## src/rtl/ram_row_reader.sv

```systemverilog
// Burst read engine for a registered-output RAM: issues up to 15 sequential reads
// and streams the returned words through a 4-entry credit-managed FIFO.
module ram_row_reader #(
  parameter int DATA_WIDTH = 64,
  parameter int ADDR_WIDTH = 9
) (
  input  logic                  clk,
  input  logic                  rst_n,
  input  logic                  start,
  input  logic [ADDR_WIDTH-1:0] base_addr,
  input  logic [3:0]            rows,
  output logic                  busy,
  output logic                  done,
  output logic [ADDR_WIDTH-1:0] ram_address,
  output logic                  ram_wren,
  input  logic [DATA_WIDTH-1:0] ram_q,
  output logic                  out_valid,
  input  logic                  out_ready,
  output logic [DATA_WIDTH-1:0] out_data,
  output logic                  out_last
);
  localparam int DEPTH  = 4;
  localparam int STAGES = 2;

  typedef enum logic [1:0] {IDLE, RUN, DRAIN, DONE} state_t;

  state_t                state_q, state_d;
  logic [ADDR_WIDTH-1:0] ram_address_q, ram_address_d;
  logic [ADDR_WIDTH-1:0] next_addr_q, next_addr_d;
  logic [3:0]            rem_q, rem_d;
  logic [STAGES:1]       vld_pipe_q, vld_pipe_d;
  logic [STAGES:1]       last_pipe_q, last_pipe_d;
  logic [DATA_WIDTH:0]   mem_q [DEPTH];
  logic [DATA_WIDTH:0]   mem_d [DEPTH];
  logic [1:0]            wr_ptr_q, wr_ptr_d, rd_ptr_q, rd_ptr_d;
  logic [2:0]            count_q, count_d;

  logic                  issue, issue_last, credit, push, pop, head_last;
  logic [2:0]            occupancy;
  logic [DATA_WIDTH:0]   head;

  // Reads are in flight for two cycles (address cycle, data cycle); both hold a credit.
  assign occupancy = count_q + {2'b0, vld_pipe_q[1]} + {2'b0, vld_pipe_q[2]};
  assign credit    = occupancy < 3'd4;
  assign head      = mem_q[rd_ptr_q];
  assign head_last = head[DATA_WIDTH];
  assign push      = vld_pipe_q[STAGES];
  assign pop       = out_valid & out_ready;

  always_ff @(posedge clk or negedge rst_n) begin
    if (!rst_n) begin
      state_q       <= IDLE;
      ram_address_q <= '0;
      next_addr_q   <= '0;
      rem_q         <= '0;
      vld_pipe_q    <= '0;
      last_pipe_q   <= '0;
      wr_ptr_q      <= '0;
      rd_ptr_q      <= '0;
      count_q       <= '0;
      for (int i = 0; i < DEPTH; i++) mem_q[i] <= '0;
    end else begin
      state_q       <= state_d;
      ram_address_q <= ram_address_d;
      next_addr_q   <= next_addr_d;
      rem_q         <= rem_d;
      vld_pipe_q    <= vld_pipe_d;
      last_pipe_q   <= last_pipe_d;
      wr_ptr_q      <= wr_ptr_d;
      rd_ptr_q      <= rd_ptr_d;
      count_q       <= count_d;
      for (int i = 0; i < DEPTH; i++) mem_q[i] <= mem_d[i];
    end
  end

  always_comb begin
    state_d       = state_q;
    ram_address_d = ram_address_q;
    next_addr_d   = next_addr_q;
    rem_d         = rem_q;
    issue         = 1'b0;
    issue_last    = 1'b0;
    case (state_q)
      IDLE: if (start) begin
        if (rows == 4'd0) begin
          state_d = DONE;
        end else begin
          issue         = 1'b1;
          issue_last    = rows == 4'd1;
          ram_address_d = base_addr;
          next_addr_d   = base_addr + ADDR_WIDTH'(1);
          rem_d         = rows - 4'd1;
          state_d       = (rows == 4'd1) ? DRAIN : RUN;
        end
      end
      RUN: if (credit) begin
        issue         = 1'b1;
        issue_last    = rem_q == 4'd1;
        ram_address_d = next_addr_q;
        next_addr_d   = next_addr_q + ADDR_WIDTH'(1);
        rem_d         = rem_q - 4'd1;
        if (rem_q == 4'd1) state_d = DRAIN;
      end
      DRAIN: if (pop && head_last) state_d = DONE;
      default: state_d = IDLE;
    endcase

    vld_pipe_d  = {vld_pipe_q[STAGES-1:1], issue};
    last_pipe_d = {last_pipe_q[STAGES-1:1], issue_last};

    for (int i = 0; i < DEPTH; i++) mem_d[i] = mem_q[i];
    wr_ptr_d = wr_ptr_q;
    rd_ptr_d = rd_ptr_q;
    if (push) begin
      mem_d[wr_ptr_q] = {last_pipe_q[STAGES], ram_q};
      wr_ptr_d        = wr_ptr_q + 2'd1;
    end
    if (pop) rd_ptr_d = rd_ptr_q + 2'd1;
    count_d = count_q + {2'b0, push} - {2'b0, pop};
  end

  always_comb begin
    busy        = (state_q == RUN) || (state_q == DRAIN);
    done        = state_q == DONE;
    ram_address = ram_address_q;
    ram_wren    = 1'b0;
    out_valid   = count_q != 3'd0;
    out_data    = out_valid ? head[DATA_WIDTH-1:0] : '0;
    out_last    = out_valid & head_last;
  end
endmodule

```

## config.mk

```make
export PLATFORM = sky130hd
export DESIGN_NAME = ram_row_reader
export DESIGN_NICKNAME = d
export VERILOG_FILES = /design/src/rtl/ram_row_reader.sv
export SDC_FILE = /design/constraint.sdc
export NUM_CORES = 1
export LEC_CHECK = 0
export CAP_MARGIN = 5
export CORE_ASPECT_RATIO = 1.75
export CORE_MARGIN = 3
export CORE_UTILIZATION = 40
export DETAILED_ROUTE_END_ITERATION = 10
export GPL_ROUTABILITY_DRIVEN = 0
export GPL_TIMING_DRIVEN = 0
export PLACE_DENSITY = 0.69
export SYNTH_ARGS = -nofsm -noshare
export SYNTH_HDL_FRONTEND = slang
export SYNTH_SLANG_ARGS = --single-unit
```

## constraint.sdc

```tcl
create_clock -name clk -period 3 [get_ports clk]
set_input_delay 0.75 -clock clk [delete_from_list [all_inputs] [get_ports clk]]
set_output_delay 0.75 -clock clk [all_outputs]
set_load 0.01 [all_outputs]
```

[Yosys cells after proc, flatten, opt, wreduce, memory -nomap -nowiden]
Index checks and enable logic that the tools add are counted.
Storage, ports and cells
  flip-flop bits (word level): 295
  input bits: 81
  output and inout port bits: 78
  word-level logic and storage cells: 84
Operators by class
  add/subtract/negate cells: 10
  magnitude comparators: 4
  equality and inequality tests: 10
  muxes and demuxes: 34
  bitwise gates (word level): 4
  reduce and logical (&&, ||, !) cells: 9
Operator list (count)
  $bwmux W260: 1
  $mux W65: 3
  $bmux W65 S2: 1
  $demux W65 S2: 1
  $mux W64: 1
  $mux W9: 6
  $pmux W9 S2: 2
  $add A9 B1 Y9 const B: 2
  $mux W2: 6
  $mux W4: 3
  $ne A2 B2 Y1 const B: 5
  $add A3 B1 Y3: 3
  $eq A4 B1 Y1 const B: 2
  $pmux W4 S2: 1
  $reduce_and A4 Y1: 2
  $sub A4 B1 Y4 const B: 2
  $ge A3 B3 Y1 const B: 2
  $mux W1: 6
  $not A2 Y3: 2
  $pmux W2 S3: 1
  $add A2 B1 Y2 const B: 2
  $eq A2 B2 Y1 const B: 2
  $logic_not A4 Y1: 1
  $pmux W1 S2: 2
  other kinds (10): 12

[Logic depth before layout (Yosys ltp)]
  word-level depth: 7
  depth in mapped cells: 10
  depth with buffers taken out: 8

[Worst setup path before layout]
OpenSTA, ideal clock, no wires.
  path type: reg-to-reg
  from: reg state_q[1]
  to: reg next_addr_q[8]
  library setup time: 0.120 ns
  arrival time: 2.391 ns
  data required time: 2.880 ns
  slack: 0.489 ns
  stages on the path, launching flop included: 11
  path buffers: 2
  clock period less this slack: 2.511 ns
  path through: dfrtp_1 -> inv_1 -> ha_1 -> buf_2 -> buf_2 -> mux2_2 -> ha_1 -> a21boi_0 -> nand2_1 -> or4_1 -> and3_1
On the way
  cells in the longest elaborated chain, start to end: 3
  elaborated cells on any way between the ends: 8
  those cells by class: eq/ne (4); mux (1); reduce/logical (3)
Ends and longest elaborated chain
  start: declaration: line 27  | state_t state_q, state_d;
  start signal: assignment: line 63  | state_q <= state_d;
  $eq A2 B1 Y1 / $logic_not A2 Y1 (equally long branches): line 83  | case (state_q)
  $ne A2 B2 Y1 (no line) / $reduce_bool A2 Y1 (equally long branches)
  $reduce_and A4 Y1 (no line)
  end signal: assignment: line 65  | next_addr_q <= next_addr_d;
  end: declaration: line 29  | logic [ADDR_WIDTH-1:0] next_addr_q, next_addr_d;
Several ways; a longest one is shown, not always the timed one.
A chain may end at the register's enable or synchronous reset.

[Worst setup path after layout]
  from: reg rd_ptr_q[0]
  to: out out_data[22]
On the way
  cells in the longest elaborated chain, start to end: 5
Ends and longest elaborated chain
  start: declaration: line 35  | logic [1:0] wr_ptr_q, wr_ptr_d, rd_ptr_q, rd_ptr_d;
  start signal: assignment: line 70  | rd_ptr_q <= rd_ptr_d;
  $not A2 Y3 (not written as such): line 45  | assign head = mem_q[rd_ptr_q];
  $bmux W65 S2: line 45
  $mux W65 (not written as such) (2 in a row): line 45
  $mux W64: line 128  | out_data = out_valid ? head[DATA_WIDTH-1:0] : '0;
  end: declaration: line 19  | output logic [DATA_WIDTH-1:0] out_data,
No other way between the ends. The select of a mux whose other input is x is not followed.

==> reports/metrics.yaml <==
ir_drop_uv: 549
yosysTopAreaCell: "dfrtp_1"
cts-buffers-inserted: 28
grt_pass1_vias: 9476
cp_common_cell: "buf_4"
p_comb_share_pct: 51.6
failed_checks: "setup timing"
area_delta_synth_final_pct: 27.8
ff2ff_setup_slack_ns: 0.14
yosysSeqAreaShare_pct: 53.7
cts_hold_buffers: 0
report.final.slew_viol_count: 0
drv_cap: 0
diodes: 0
hold_viol: 0
synth_cell_type_count: 51
cts_tree: "built"
worst_slack_ns: -0.0625
cp.required_ns: 2.25
clockBufferDepth: 3
cp.depth: 6
drive_gt1_share_pct: 44.6
cpLargestDelayFamily: "buffers and inverters"
finalSetupViolCount: 7
path_clk_slew_ns: 0.06
postRouteAntennaNets: 0
worstPathMaxFanout: 10
num_vias: 8495
hold_class: "input port to asynchronous set/reset pin"
reg2reg_to: "next_addr_q[8]$_DFFE_PN0P_"
ys.flop_type: "dfrtp_1"
use_met3_pct: 2.45
die_y_um: 251
syn-num-nets: 1043
placement_rows: 89
gr-usage-met1_pct: 18.8
multi_input_area_sq_um: 6140
synth_common_cells: "dfrtp_1, mux2_2, and2_1, mux4_2, clkbuf_1"
synth_cells: 944
postSynthAreaPerCell_sq_um: 14.6
fin_hold_ws_ns: 0.248
tns_ns: -0.234
cp_slowest_cell: "mux4_2"
grt_pass1_wl_um: 51300
status: "finished with violations"
grt_max_degree: 114
p_sw_mw: 6.89
numClockSinks: 295
clock-root-buffer: "clkbuf_16"
fin_nets: 1270
ys_ff_latch: 295
start_util_pct: 40.6
synth_area_leaders: "dfrtp_1, mux2_2, mux4_2, and2_1, ha_1"
grt_use_met2_pct: 35.1
critical_path_buf_inv_count: 4
r2r_cells: 10
grt.total_usage_pct: 17.5
synthArstFlopShare_pct: 100
worst_pin_slew_ns: 0.922
via_per_inst: 5.17
skew_ns: 0.00962
yosysWarningCount: 0
cp_slowest_stage_delay_ns: 0.47
p_seq_share_pct: 32.3
fin_util_pct: 51.9
fillCellCount: 2951
critPathCaptureType: "primary output"
rr_startpoint: "state_q[1]$_DFFE_PN0P_"
worstPathCellList: "buf_4 -> buf_12 -> buf_4 -> mux4_2 -> and2_1 -> dlygate4sd2_1"
grt_overflow_total: 0
yosys.area.top_type_share_pct: 53.7
powerDensity_nw_per_um2: 1250
post-place-cells: 1558
path_class: "flip-flop to primary output"
fin_cells: 1642
finalCritPeriodShare_pct: 102
rsz0062_at_grt: "true"
core_area_sq_um: 33900
wl_per_cell_um: 19.5
htreeDepth: 1
worstPathArrival_ns: 2.31
drc: 0
grt_busiest_layer: "met2"
die_w_um: 146
crit_path_start_kind: "flip-flop"
ff_latch_area_sq_um: 7390
fmax_mhz: 327
leakage_nw: 7.50
drtIter0Drc: 213
clock_latency_ns: 0.54
first_pass_iters: 4
synth-edff-count: 0
pwr-share-clk_pct: 16.1
io_pins: 159
critical_path.endpoint: "out_data[22]"
slew_headroom_pct: 38.5
synth_most_common_cell: "dfrtp_1"
swShare_pct: 31.5
die_area_sq_um: 36700
wl_um: 32000
intPower_mw: 15.0
portBuffers: 157
critPathLaunch: "rd_ptr_q[0]$_DFFE_PN0P_"
post-dp-hpwl_um: 22000
antenna_found_initial: 1
period_needed_ns: 3.06
synth_area_sq_um: 13700
power by group through the flow:
| stage | logic (mW) | registers, mW | clock network [mW] |
|---|---|---|---|
| after detailed placement | 10.3 | 7.12 | 0 |
| after global placement | 10.0 | 7.02 | 0 |
| after CTS | 10.8 | 7.06 | 3.63 |
| final | 11.3 | 7.07 | 3.53 |
| after floorplan | 6.50 | 6.78 | 0 |
| after global routing | 12.2 | 7.29 | 3.77 |
logic make-up (layout without fill, tap and decap cells):
logic type / after synthesis / in the layout / synth area share (%)
AO/OA/AOI/OAI: 58 / 58 / 2.90
XOR/XNOR: 13 / 13 / 0.829
adder cells (fa/ha/maj): 18 / 18 / 1.69
buffers and inverters: 80 / 323 / 2.30
flip-flops: 295 / 295 / 53.7
multiplexers: 336 / 336 / 32.8
other: 1 / 1 / 0.0273
AND/OR/NAND/NOR: 143 / 143 / 5.74
layout by cell type, fill, tap and decap left out, drive strengths merged, types with 4 or more instances in the layout:
cell	instances
dfrtp	295
mux2	264
clkbuf	93
clkdlybuf4s50	91
buf	89
mux4	65
and2	65
nand2	32
inv	20
o21ai	19
ha	17
nor2	11
dlygate4sd2	11
dlymetal6s2s	10
nor3	9
xnor2	7
mux2i	7
xor2	6
a21oi	6
a21boi	5
nand3	4
o22ai	4
a221oi	4
nand3b	4
clkinv	4
cell type report:
cell class,instances,area share (%)
plain buffers,57,2.25
clock buffers,37,4.36
clock inverters,9,0.713
inverters,20,0.428
multi-input cells,569,35.0
flip-flops and latches,295,42.1
well taps,455,3.24
repair buffers,200,11.9
timing repair:
action,CTS,global route
hold endpoints to repair,0,0
cloned,1,0
endpoints found under the setup margin,67,66
setup buffers,35,14
pin swaps,9,14
gates resized for setup,274,94
state kept, by name (all words and copies together) (netlist names):
signal and count:
count_q 3, last_pipe_q 2, mem_q 260, next_addr_q 9, ram_address 9, rd_ptr_q 2
rem_q 4, state_q 2, vld_pipe_q 2, wr_ptr_q 2
stage by stage:
step	worst slack, ns	area, sq um	power, mW
2_1_floorplan	0.489	13700	13.3
3_3_place_gp	-11.63	15900	17.1
6_report	-0.0625	17600	21.9
3_5_place_dp	-0.504	15900	17.4
4_1_cts	-0.181	17300	21.5
5_1_grt	-0.166	17600	23.3
worst register-to-register path, stage by stage (launching register included):
cell	delay, ns
dfrtp_1	0.43
inv_1	0.11
ha_1	0.27
buf_2	0.26
clkbuf_4	0.26
mux2_2	0.20
ha_1	0.29
a21boi_2	0.25
nand2_1	0.08
or4_1	0.42
and3_1	0.20
metal layers:
metal,part of all wire (%),vias to the layer above
met5,0.041,-
met1,37,4446
met2,58,137
met3,3.4,42
li1,-,3868
met4,2.0,2
worst min-delay path by stage:
| stage | cells past startpoint | endpoint | slack [ns] |
|---|---|---|---|
| floorplan | 0 | last_pipe_q[2]$_DFF_PN0_ | 0.33 |
| global placement | 0 | last_pipe_q[2]$_DFF_PN0_ | 0.34 |
| detailed placement | 0 | last_pipe_q[2]$_DFF_PN0_ | 0.34 |
| CTS | 1 | mem_q[227]$_DFFE_PN0P_ | 0.30 |
| global route | 1 | mem_q[227]$_DFFE_PN0P_ | 0.31 |
| finish | 1 | mem_q[227]$_DFFE_PN0P_ | 0.25 |
(Power assumes the default switching activity.)
